<file path="src/rtl/baby_store_pkg.sv">
// Shared types and constants for the Manchester Baby store/loader.
// Imported by the controller and its RAM.
package baby_store_pkg;

    typedef enum logic [2:0] {
        IDLE = 3'd0,
        LOAD = 3'd1,
        RUN  = 3'd2,
        HALT = 3'd3,
        DUMP = 3'd4
    } state_t;

    localparam int DEF_DATA_W = 32;
    localparam int DEF_ADDR_W = 5;

    localparam logic RW_READ  = 1'b0;
    localparam logic RW_WRITE = 1'b1;

endpackage

</file>
<file path="src/rtl/baby_store_mem.sv">
// Single-port store for the Baby: synchronous write, registered read.
// The controller owns the port and muxes core, load and dump traffic.
module baby_store_mem
    import baby_store_pkg::*;
#(
    parameter int DATA_W = DEF_DATA_W,
    parameter int ADDR_W = DEF_ADDR_W
) (
    input  logic              clock,
    input  logic              reset_n,
    input  logic              en,
    input  logic              we,
    input  logic [ADDR_W-1:0] addr,
    input  logic [DATA_W-1:0] wdata,
    output logic [DATA_W-1:0] rdata
);

    logic [DATA_W-1:0] store [2**ADDR_W];

    // array write; storage is deliberately left unreset
    always_ff @(posedge clock) begin
        if (en && we) begin
            store[addr] <= wdata;
        end
    end

    // read register updates only on an enabled read
    always_ff @(posedge clock or negedge reset_n) begin
        if (!reset_n) begin
            rdata <= '0;
        end else if (en && !we) begin
            rdata <= store[addr];
        end
    end

endmodule

</file>
<file path="src/rtl/baby_store_ctrl.sv">
// Store-and-loader controller for the Manchester Baby core.
// Loads programs, serves core strobes, dumps RAM after stop.
module baby_store_ctrl
    import baby_store_pkg::*;
#(
    parameter int DATA_W    = DEF_DATA_W,
    parameter int ADDR_W    = DEF_ADDR_W,
    parameter int CNT_W     = 16,
    parameter bit AUTO_DUMP = 1'b0
) (
    input  logic              clock,
    input  logic              reset_n_i,
    input  logic              mem_strobe_i,
    input  logic [ADDR_W-1:0] ram_addr_i,
    input  logic              ram_rw_en_i,
    input  logic [DATA_W-1:0] ram_data_i,
    output logic [DATA_W-1:0] ram_data_o,
    output logic              ram_data_oe_o,
    input  logic              stop_lamp_i,
    output logic              core_reset_o,
    input  logic              cmd_load_i,
    input  logic              cmd_run_i,
    input  logic              cmd_dump_i,
    input  logic              cmd_abort_i,
    input  logic              load_valid_i,
    output logic              load_ready_o,
    input  logic [DATA_W-1:0] load_data_i,
    output logic              dump_valid_o,
    input  logic              dump_ready_i,
    output logic [DATA_W-1:0] dump_data_o,
    output logic              dump_last_o,
    output logic [2:0]        state_o,
    output logic [CNT_W-1:0]  run_count_o
);

    localparam logic [ADDR_W-1:0] ADDR_MAX = '1;
    localparam logic [CNT_W-1:0]  CNT_MAX  = '1;

    state_t            state;
    state_t            state_nxt;
    logic [ADDR_W-1:0] addr_cnt;
    logic              addr_clr;
    logic              addr_inc;
    logic              cnt_clr;
    logic [CNT_W-1:0]  run_count;
    logic              dump_vld;

    logic              load_hs;
    logic              dump_hs;
    logic              dump_fetch;
    logic              dump_at_last;

    logic              mem_en;
    logic              mem_we;
    logic [ADDR_W-1:0] mem_addr;
    logic [DATA_W-1:0] mem_wdata;
    logic [DATA_W-1:0] mem_rdata;

    logic              run_view;
    logic [DATA_W-1:0] ram_hold;

    assign load_hs      = (state == LOAD) && load_valid_i;
    assign dump_hs      = (state == DUMP) && dump_vld && dump_ready_i;
    assign dump_fetch   = (state == DUMP) && !dump_vld;
    assign dump_at_last = (addr_cnt == ADDR_MAX);

    // next state and counter control, abort > load > dump > run
    always_comb begin
        state_nxt = state;
        addr_clr  = 1'b0;
        addr_inc  = 1'b0;
        cnt_clr   = 1'b0;
        unique case (state)
            IDLE: begin
                priority case (1'b1)
                    cmd_abort_i: state_nxt = IDLE;
                    cmd_load_i: begin
                        state_nxt = LOAD;
                        addr_clr  = 1'b1;
                    end
                    cmd_dump_i: begin
                        state_nxt = DUMP;
                        addr_clr  = 1'b1;
                    end
                    cmd_run_i: begin
                        state_nxt = RUN;
                        cnt_clr   = 1'b1;
                    end
                    default: state_nxt = IDLE;
                endcase
            end
            LOAD: begin
                if (cmd_abort_i) begin
                    state_nxt = IDLE;
                end else if (load_hs) begin
                    addr_inc = 1'b1;
                    if (dump_at_last) begin
                        state_nxt = IDLE;
                    end
                end
            end
            RUN: begin
                if (cmd_abort_i) begin
                    state_nxt = IDLE;
                end else if (stop_lamp_i) begin
                    if (AUTO_DUMP) begin
                        state_nxt = DUMP;
                        addr_clr  = 1'b1;
                    end else begin
                        state_nxt = HALT;
                    end
                end
            end
            HALT: begin
                priority case (1'b1)
                    cmd_abort_i: state_nxt = IDLE;
                    cmd_load_i: begin
                        state_nxt = LOAD;
                        addr_clr  = 1'b1;
                    end
                    cmd_dump_i: begin
                        state_nxt = DUMP;
                        addr_clr  = 1'b1;
                    end
                    default: state_nxt = HALT;
                endcase
            end
            DUMP: begin
                if (cmd_abort_i) begin
                    state_nxt = IDLE;
                end else if (dump_hs) begin
                    if (dump_at_last) begin
                        state_nxt = IDLE;
                    end else begin
                        addr_inc = 1'b1;
                    end
                end
            end
            default: state_nxt = IDLE;
        endcase
    end

    // state register
    always_ff @(posedge clock or negedge reset_n_i) begin
        if (!reset_n_i) begin
            state <= IDLE;
        end else begin
            state <= state_nxt;
        end
    end

    // shared load/dump address counter; state exit prevents wrap
    always_ff @(posedge clock or negedge reset_n_i) begin
        if (!reset_n_i) begin
            addr_cnt <= '0;
        end else if (addr_clr) begin
            addr_cnt <= '0;
        end else if (addr_inc) begin
            addr_cnt <= addr_cnt + 1'b1;
        end
    end

    // saturating count of strobes served in RUN
    always_ff @(posedge clock or negedge reset_n_i) begin
        if (!reset_n_i) begin
            run_count <= '0;
        end else if (cnt_clr) begin
            run_count <= '0;
        end else if (state == RUN && mem_strobe_i
                     && run_count != CNT_MAX) begin
            run_count <= run_count + 1'b1;
        end
    end

    // dump valid: fetch cycle, then hold until accepted
    always_ff @(posedge clock or negedge reset_n_i) begin
        if (!reset_n_i) begin
            dump_vld <= 1'b0;
        end else if (state == DUMP && state_nxt == DUMP) begin
            dump_vld <= dump_vld ? !dump_ready_i : 1'b1;
        end else begin
            dump_vld <= 1'b0;
        end
    end

    // RAM port mux: core in RUN, stream in LOAD, fetch in DUMP
    always_comb begin
        mem_en    = 1'b0;
        mem_we    = RW_READ;
        mem_addr  = addr_cnt;
        mem_wdata = load_data_i;
        unique case (state)
            RUN: begin
                mem_en    = mem_strobe_i;
                mem_we    = (ram_rw_en_i == RW_WRITE);
                mem_addr  = ram_addr_i;
                mem_wdata = ram_data_i;
            end
            LOAD: begin
                mem_en = load_valid_i;
                mem_we = RW_WRITE;
            end
            DUMP: begin
                mem_en = dump_fetch;
                mem_we = RW_READ;
            end
            default: mem_en = 1'b0;
        endcase
    end

    baby_store_mem #(
        .DATA_W (DATA_W),
        .ADDR_W (ADDR_W)
    ) u_mem (
        .clock   (clock),
        .reset_n (reset_n_i),
        .en      (mem_en),
        .we      (mem_we),
        .addr    (mem_addr),
        .wdata   (mem_wdata),
        .rdata   (mem_rdata)
    );

    // park the last core read when a dump fetch reuses the read register
    always_ff @(posedge clock or negedge reset_n_i) begin
        if (!reset_n_i) begin
            run_view <= 1'b1;
            ram_hold <= '0;
        end else if (mem_en && !mem_we) begin
            if (state == RUN) begin
                run_view <= 1'b1;
            end else begin
                if (run_view) begin
                    ram_hold <= mem_rdata;
                end
                run_view <= 1'b0;
            end
        end
    end

    assign ram_data_o    = run_view ? mem_rdata : ram_hold;
    assign ram_data_oe_o = (state == RUN) && (ram_rw_en_i == RW_READ);
    assign core_reset_o  = !(state == RUN || state == HALT);
    assign load_ready_o  = (state == LOAD);
    assign dump_valid_o  = dump_vld;
    assign dump_data_o   = dump_vld ? mem_rdata : '0;
    assign dump_last_o   = dump_vld && dump_at_last;
    assign state_o       = state;
    assign run_count_o   = run_count;

endmodule

</file>
<file path="config.mk">
export PLATFORM = sky130hd
export DESIGN_NAME = baby_store_ctrl
export DESIGN_NICKNAME = d
export VERILOG_FILES = /design/src/rtl/baby_store_pkg.sv /design/src/rtl/baby_store_mem.sv /design/src/rtl/baby_store_ctrl.sv
export SDC_FILE = /design/constraint.sdc
export NUM_CORES = 1
export LEC_CHECK = 0
export ABC_CLOCK_PERIOD_IN_PS = 10130
export CORE_ASPECT_RATIO = 1.1
export CORE_MARGIN = 3
export CORE_UTILIZATION = 54
export DETAILED_ROUTE_END_ITERATION = 6
export GPL_ROUTABILITY_DRIVEN = 0
export PLACE_DENSITY = 0.71
export SLEW_MARGIN = 5
export SYNTH_ARGS = -nofsm -noshare
export SYNTH_HDL_FRONTEND = slang
export SYNTH_SLANG_ARGS = --single-unit
</file>
<file path="constraint.sdc">
create_clock -name clock -period 10.13 [get_ports clock]
set_clock_uncertainty 0.15 [all_clocks]
set_input_delay 1.5195 -clock clock [delete_from_list [all_inputs] [get_ports clock]]
set_output_delay 1.5195 -clock clock [all_outputs]
set_load 0.03 [all_outputs]
</file>
Word level (Yosys, flattened, before mapping)
Memory sizes are Yosys's and may differ from the RTL's. A register that Yosys moved wholly into a read port is not among the register bits.
Cells that the tools add are included.
{"block": "totals", "reg_bits": 58, "mem_bits_rw": 1024, "word_cells": 85, "mem_count": 1}
{"block": "op_classes", "addsub": 2, "eq_ne": 7, "muxes": 45, "bitwise_logic": 2, "n_reduce_logical": 22}
{"name": "u_mem.store", "words": 32, "width": 32, "read_ports": 1, "rd_clocked_by_memory_dff": 1, "write_ports": 1, "line": "baby_store_mem.sv:18", "rtl": "logic [DATA_W-1:0] store [2**ADDR_W];"}
{"op": "32-bit two-way mux", "n": 3}
{"op": "3-bit two-way mux", "n": 13}
{"op": "16-bit two-way mux", "n": 2}
{"op": "1-bit two-way mux", "n": 19}
{"op": "16-bit by 1-bit adder with 16-bit output, second input constant", "n": 1}
{"op": "16-bit inequality test, second input constant", "n": 1}
{"op": "5-bit two-way mux", "n": 3}
{"op": "3-bit case mux with 5 select lines", "n": 1}
{"op": "1-bit logical AND", "n": 11}
{"op": "3-bit by 2-bit == test with 1-bit output, second input constant", "n": 2}
{"op": "3-bit == test, second input constant", "n": 2}
{"op": "5-bit by 1-bit adder with 5-bit output, second input constant", "n": 1}
{"op": "5-bit == test, second input constant", "n": 1}
{"op": "1-bit zero test", "n": 5}
{"op": "1-bit case mux with 2 select lines", "n": 2}
{"op": "2-bit nonzero test", "n": 2}
{"op": "3-bit by 1-bit == test with 1-bit output, second input constant", "n": 1}
{"op": "3-bit zero test", "n": 1}
{"op": "1-bit case mux with 3 select lines", "n": 1}
{"op": "2-bit two-way mux", "n": 1}
{"op": "1-bit NOT", "n": 2}
{"op": "2-bit AND reduction", "n": 1}
{"op": "2-bit OR reduction", "n": 1}
{"op": "1-bit logical OR", "n": 1}

Longest topological paths before layout
Gate-level depths: netlist (run 1).
{"block": "logic_depth", "word_depth": 9, "mapped_depth": 13, "depth_no_buf": 8}

Cells and area by module
A second synthesis (run 1) with hierarchy kept.
{"block": "hier_totals", "hier_cells": 2340, "hier_area_um2": 44316.3}
{"mod": "baby_store_mem", "n_inst": 1, "cells_per_inst": 1980, "area_each_um2": 40505.1, "seq_area_each_um2": 31550.3}
{"mod": "baby_store_ctrl", "n_inst": 1, "cells_per_inst": 360, "area_each_um2": 3811.2, "seq_area_each_um2": 1452.6}

Worst setup path before layout (run 1)
No wires, ideal clock.
{"block": "synth_path", "path_kind": "input -> register", "start": "in ram_addr_i[0]", "end": "mem u_mem.store[3][0] (netlist bit), enable pin", "setup_time_ps": 421, "arrival_time_ps": 4686, "required_ps": 9559, "slack_ps": 4873, "path_stages": 9, "path_buffers": 4, "path_cell_list": "buf_2 -> nor4bb_1 -> a21oi_1 -> clkbuf_1 -> clkbuf_1 -> buf_1 -> nor3_1 -> nand2_1 -> nor2_1"}
{"block": "synth_between", "elab_chain_len": 1}
{"element": "from (decl)", "line": "baby_store_ctrl.sv:14", "rtl": "input logic [ADDR_W-1:0] ram_addr_i,"}
{"element": "5-bit two-way mux", "line": "baby_store_ctrl.sv:192", "rtl": "unique case (state)"}
{"element": "to (decl)", "line": "baby_store_mem.sv:18"}
Every way passes these cells.

Worst setup path in the final report (run 1)
{"block": "layout_path", "start": "in ram_addr_i[0]", "end": "reg u_mem.rdata[24], read port of u_mem.store"}
{"block": "layout_between", "elab_chain_len": 1}
{"element": "5-bit two-way mux", "line": "baby_store_ctrl.sv:192"}
{"element": "to (decl)", "line": "baby_store_mem.sv:15", "rtl": "output logic [DATA_W-1:0] rdata"}
Every way passes these cells.
A chain may end at the register's enable or synchronous reset.

==> out/results.tsv, run 1 <==
stage	metric	value	unit
outcome	status	completed	
floorplan	dieHeight	317	um
critical_path	r2r_start	state_o[1]	
grt	grt_usage	30.7	%
synthesis	async_reset_ff_share	8.08	%
clock_tree	cts_tree	built	
critical_path	worst-setup-path-type	in -> reg	
grt	grt_max_degree	146	
clock_tree	holdBufCountCts	0	
critical_path	reg2reg_to	u_mem.store[14][30]	
clock_tree	root_buffer	clkbuf_16	
detailed_routing	wl	140000	um
clock_tree	clk_latency	0.69	ns
floorplan	ios	168	
power	p_leak	17.7	nW
critical_path	cp.required	10.53	ns
critical_path	r2r_setup_slack	4.70	ns
detailed_routing	vias_per_cell	6.73	
sta	fin_setup_tns	0	ns
synthesis	ys.flop_type	edfxtp_1	
cells_and_area	drive_above_1_share	19.1	%
synthesis	ys_warn_count	0	
critical_path	worstPathArrival	6.15	ns
critical_path	cp-end-kind	flop	
grt	antenna_found_initial	7	
synthesis	netlist_area	47600	sq um
clock_tree	clkTransAtPathRegs	0.06	ns
power	power	11.4	mW
synthesis	synth_nets	3072	
sta	rsz0062_at_grt	no	
clock_tree	cts_resized	0	
cells_and_area	syn_to_final_growth	14.8	%
clock_tree	post_cts_buffers	0	
detailed_routing	num_vias	29500	
synthesis	syn_avg_cell_area	15.9	sq um
floorplan	core	86800	sq um
clock_tree	cts_buffers	106	
detailed_routing	route.detailed.drc	0	
hold_path	hold_end	ram_hold[22]	
placed_design	io_buffers	167	
sta	max_freq	0.174	GHz
cells_and_area	nets	3232	
clock_tree	htreeDepth	3	
synthesis	ys_seq_elements	1114	
detailed_routing	ant_nets	0	
sta	hold_viol	0	
run	cap_violations	0	
synthesis	syn_inst	2989	
sta	setup-violations-final	0	
sta	tightest_slew	1.37	ns
critical_path	rr_worst_depth	7	
detailed_routing	first_pass_iters	7	
sta	slew_headroom	8.68	%
synthesis	synth-edff-count	1024	
grt	grt_pass1_wl	202000	um
power	peakVddDrop	0.140	mV
hold_path	min_from	ram_hold[22]	
sta	post-route-period-util	56.7	%
placed_design	dp_hpwl	83700	um
cells_and_area	layout_commonest_cell	edfxtp_1	
floorplan	die_w	289	um
cells_and_area	n_fill_cell	6088	
grt	grt_overflow_total	0	
synthesis	ys_seq_area_share	69.4	%
synthesis	ys_types	61	
detailed_routing	avgRoutedWirePerCell	31.9	um
floorplan	num_rows	113	
grt	grt_pass1_vias	29500	
floorplan	initial_core_util	54.8	%
sta	min_period	5.74	ns
hold_path	hp-class	reg -> reg	
clock_tree	cts.sinks	1114	
cells_and_area	layout_common_cells	edfxtp_1 (1,024), nand2_1 (369), mux4_2 (221)	
critical_path	worst_setup_path_start_kind	input pin	
floorplan	dieArea	91700	sq um
detailed_routing	drtIter0Drc	3980	
sta	slew_violations	0	
hold_path	hold_depth	1	
critical_path	crit_fanout	145	
power	cellPowerDensity	209	nW/um^2
clock_tree	clk_path_buf_depth	3	
## cells in the mapped netlist, drive strengths merged (9+ instances only)
| library cell | n | area, sq um |
|---|---|---|
| a211oi | 16 | 120 |
| a21oi | 127 | 636 |
| a311oi | 12 | 105 |
| a31oi | 21 | 131 |
| a32oi | 11 | 96.3 |
| a41oi | 14 | 123 |
| and2 | 42 | 263 |
| and3 | 25 | 156 |
| buf | 85 | 394 |
| clkbuf | 120 | 450 |
| dfrtp | 89 | 2230 |
| edfxtp | 1024 | 30700 |
| mux2 | 66 | 743 |
| mux2i | 184 | 1840 |
| mux4 | 221 | 4980 |
| nand2 | 369 | 1390 |
| nand3 | 91 | 455 |
| nor2 | 176 | 661 |
| nor2b | 17 | 106 |
| nor3 | 12 | 60.1 |
| nor3b | 11 | 82.6 |
| nor4 | 9 | 62.6 |
| nor4b | 10 | 93.8 |
| o21ai | 45 | 225 |
| o22a | 9 | 78.8 |
| o22ai | 84 | 526 |
| o32ai | 12 | 105 |
## report_power, final
part / internal, mW / switching (mW) / total (mW)
clock: 2.47 / 1.72 / 4.19
combinational: 0.755 / 1.01 / 1.77
sequential: 5.23 / 0.221 / 5.45
total: 8.45 / 2.95 / 11.4
## kinds of logic after synthesis
| family | Yosys count | synth area share, % |
|---|---|---|
| fa+ha+maj | 3 | 0.0789 |
| flops | 1114 | 69.4 |
| mux | 471 | 15.9 |
| simple gates | 793 | 7.47 |
| buf+inv | 208 | 1.80 |
| compound gates | 386 | 5.15 |
| xor+xnor | 14 | 0.258 |
## registers in the layout, indices dropped and copies added, names as in the netlist
| name | cells |
|---|---|
| u_mem.store | 1024 |
| run_view | 1 |
| u_mem.rdata | 32 |
| addr_cnt | 5 |
| ram_hold | 32 |
| dump_valid_o | 1 |
| state_o | 3 |
| run_count_o | 16 |
## per-layer routing
layer | share of wire (%) | up-vias | routed length (um) | track usage (%)
met5 | 0.024 | - | 33 | 0
met4 | 4.4 | 6 | 6100 | 13.5
met3 | 12 | 324 | 17400 | 8.19
met2 | 47 | 2067 | 65500 | 48.1
met1 | 36 | 15000 | 50700 | 41.0
li1 | - | 12100 | - | -
## critical path, stage by stage
cell      delay, ns
clkbuf_8       0.48
nor4bb_1       0.73
a21o_4         0.83
buf_12         0.73
mux4_2         0.60
nor2b_1        0.15
or4_1          0.53
o32a_1         0.36
## stage by stage
stage | setup WS, ns | util, % | instances | area [sq um] | hold WS, ns
after detailed placement | 3.71 | 58.7 | 4191 | 50900 | 0.343
after global routing | 4.17 | 62.9 | 4386 | 54600 | 0.374
after CTS | 4.42 | 62.9 | 4386 | 54600 | 0.358
after global placement | 3.78 | 58.6 | 4189 | 50900 | 0.335
after floorplan | 4.87 | - | 2989 | 47600 | 0.327
final | 4.39 | 62.9 | 4387 | 54600 | 0.357
## worst max-delay path by stage
| stage | start | to | slack [ns] | cells past startpoint |
|---|---|---|---|---|
| floorplan | ram_addr_i[0] | u_mem.store[3][0] | 4.87 | 9 |
| global placement | ram_addr_i[0] | u_mem.rdata[24] | 3.78 | 8 |
| detailed placement | ram_addr_i[0] | u_mem.rdata[24] | 3.71 | 8 |
| CTS | ram_addr_i[0] | u_mem.rdata[24] | 4.42 | 8 |
| global route | ram_addr_i[0] | u_mem.rdata[24] | 4.17 | 8 |
| finish | ram_addr_i[0] | u_mem.rdata[24] | 4.39 | 8 |
## final cells by class
cell class,count,area (sq um),area share (%)
clock inverter,68,781,1.43
inverter,3,11.3,0.0206
timing repair buffer,257,2400,4.39
tap,1150,1440,2.63
clock buffer,127,2900,5.32
multi-input combinational,1667,14100,25.8
sequential,1114,33000,60.4
antenna,1,2.50,0.00458
Power figures use the tool's default switching activity.
==> run 2: changes to the inputs <==
ABC_CLOCK_PERIOD_IN_PS = 4900   (was 10130)
PLACE_DENSITY = 0.74   (was 0.71)
clock period = 4.9 ns   (was 10.13 ns; I/O delays follow)
==> out/results.tsv, run 2 (synthesis gave the netlist of run 1 again) <==
stage	metric	value	unit	change
floorplan	dieHeight	317	um	unchanged
cells_and_area	n_fill_cell	5977		was 6,088
critical_path	rr_worst_depth	8		was 7
cells_and_area	nets	3276		was 3,232
power	cellPowerDensity	417	nW/um^2	was 209 nW/um^2
floorplan	core	86800	sq um	unchanged
detailed_routing	first_pass_iters	6		was 7
critical_path	cp_num_buf_inv	2		unchanged
cells_and_area	layout_common_cells	edfxtp_1 (1,024), nand2_1 (369), mux4_2 (221)		unchanged
cells_and_area	syn_to_final_growth	15.0	%	was 14.8%
detailed_routing	avgRoutedWirePerCell	31.7	um	was 31.9 um
grt	grt_usage	30.7	%	about the same
critical_path	crit_fanout	92		was 145
power	p_int	16.8	mW	was 8.45 mW
clock_tree	clkTransAtPathRegs	0.06	ns	about the same
sta	slew_headroom	16.6	%	was 8.68%
run	cap_violations	0		unchanged
placed_design	dp_hpwl	86800	um	was 83,700 um
detailed_routing	route.detailed.drc	0		unchanged
hold_path	hp-class	reg -> reg		unchanged
critical_path	worst-setup-path-type	reg -> reg		was in -> reg
hold_path	hold_depth	1		unchanged
clock_tree	cts_resized	0		unchanged
power	pwr-share-clk	34.2	%	was 36.7%
power	switchingPower	5.97	mW	was 2.95 mW
critical_path	crit_chain	buf_4 > nor4bb_1 > a21o_4 > buf_12 > mux2i_1 > o22ai_1 > nor4_1 > a31oi_1		was clkbuf_8 > nor4bb_1 > a21o_4 > buf_12 > mux4_2 > nor2b_1 > or4_1 > o32a_1
sta	setup_slack	0.583	ns	was 4.39 ns
outcome	status	completed		unchanged
clock_tree	cts.sinks	1114		unchanged
critical_path	cp.depth	8		unchanged
sta	min_period	4.32	ns	
floorplan	ios	168		unchanged
grt	grt_pass1_vias	30200		was 29,500
grt	grt_overflow_total	0		unchanged
placed_design	dp_slack	0.547	ns	was 3.71 ns
floorplan	die_w	289	um	unchanged
clock_tree	cts_buffers	101		was 106
critical_path	cp-end-kind	flop		unchanged
sta	tightest_slew	1.25	ns	was 1.37 ns
power	share_comb_of_total_power	16.3	%	was 15.5%
detailed_routing	ant_nets	0		unchanged
sta	rsz0062_at_grt	no		unchanged
cells_and_area	largest-register	u_mem.store		unchanged
grt	grt_max_degree	93		was 146
power	peakVddDrop	0.283	mV	was 0.140 mV
placed_design	io_buffers	167		unchanged
detailed_routing	drtIter0Drc	4386		was 3,980
sta	max_freq	0.232	GHz	
grt	grt_pass1_wl	203000	um	was 202,000 um
cells_and_area	largest_registers	u_mem.store x1024, ram_hold x32, u_mem.rdata x32		unchanged
clock_tree	cts_tree	built		unchanged
floorplan	initial_core_util	54.8	%	unchanged
grt	antenna_found_initial	5		was 7
critical_path	critical_path.max_stage_delay	0.79	ns	was 0.83 ns
clock_tree	root_buffer	clkbuf_16		unchanged
sta	setup-violations-final	0		unchanged
clock_tree	htreeDepth	3		unchanged
critical_path	worstPathArrival	4.65	ns	was 6.15 ns
floorplan	num_rows	113		unchanged
cells_and_area	layout_commonest_cell	edfxtp_1		unchanged
power	seqPwrFrac	49.5	%	was 47.8%
critical_path	crit_family	simple AND/OR/NAND/NOR gates		unchanged
sta	post-route-period-util	88.1	%	
power	switching_share	26.2	%	was 25.9%
detailed_routing	wl	140000	um	about the same
cells_and_area	drive_above_1_share	19.3	%	was 19.1%
power	p_leak	17.7	nW	about the same
sta	hold_viol	0		unchanged
critical_path	slowest_stage	nor4_1		was a21o_4
cells_and_area	largest_reg_flops	1024		unchanged
critical_path	cp.required	5.24	ns	was 10.53 ns
clock_tree	clk_path_buf_depth	3		unchanged
critical_path	worst_setup_path_start_kind	flop		was input pin
sta	fin_setup_tns	0	ns	unchanged
floorplan	dieArea	91700	sq um	unchanged
detailed_routing	num_vias	30200		was 29,500
clock_tree	clk_latency	0.67	ns	was 0.69 ns
detailed_routing	vias_per_cell	6.83		was 6.73
sta	slew_violations	0		unchanged
## run 2: routing by layer
metal | vias to the layer above | global-route usage (%) | share of wire (%)
li1 | 12200 | - | -
met1 | 15300 | 40.2 | 35
met2 | 2380 | 48.4 | 47
met3 | 409 | 8.57 | 13
met4 | 0 | 13.9 | 4.8
met5 | - | 0 | 0
## run 2: what timing repair did
item | in CTS | in global routing
endpoints found under the hold margin | 36 | 0
hold buffers | 1 | 0
setup buffers | 0 | 0
## run 2: path summary, 6_finish.rpt
path | start | to | slack, ns
max | state_o[2] | u_mem.rdata[18] | 0.58
min in group asynchronous | reset_n_i | ram_hold[25] | 0.53
min | ram_hold[16] | ram_hold[16] | 0.35
max in group asynchronous | reset_n_i | run_view | 3.06
min reg2reg | ram_hold[16] | ram_hold[16] | 0.35
max reg2reg | state_o[2] | u_mem.rdata[18] | 0.58
## run 2: stage by stage
stage               power (mW)  util (%)  hold WS (ns)  cells  area [sq um]
floorplan                 13.7         -         0.289   2989         47600
global placement          15.0      59.3         0.335   4239         51500
detailed placement        15.1      59.3         0.342   4239         51500
CTS                       22.8      63.0         0.356   4424         54700
global route              23.5      63.0         0.365   4424         54700
finish                    22.8      63.0         0.352   4427         54700
## run 2: cell type report
class                      count  area (sq um)  area share [%]
timing repair buffer         306          2950            5.40
multi-input combinational   1667         14100            25.7
sequential                  1114         33000            60.3
inverter                       3          11.3          0.0206
antenna                        3          7.51          0.0137
clock inverter                45           418           0.764
clock buffer                 139          2830            5.16
tap                         1150          1440            2.63
## run 2: power by group through the flow
stage	logic [mW]	registers, mW	clock network [mW]
global placement	3.60	11.4	0
CTS	3.71	11.3	7.85
finish	3.72	11.3	7.81
global route	3.95	11.3	8.24
detailed placement	3.69	11.5	0
floorplan	2.55	11.1	0
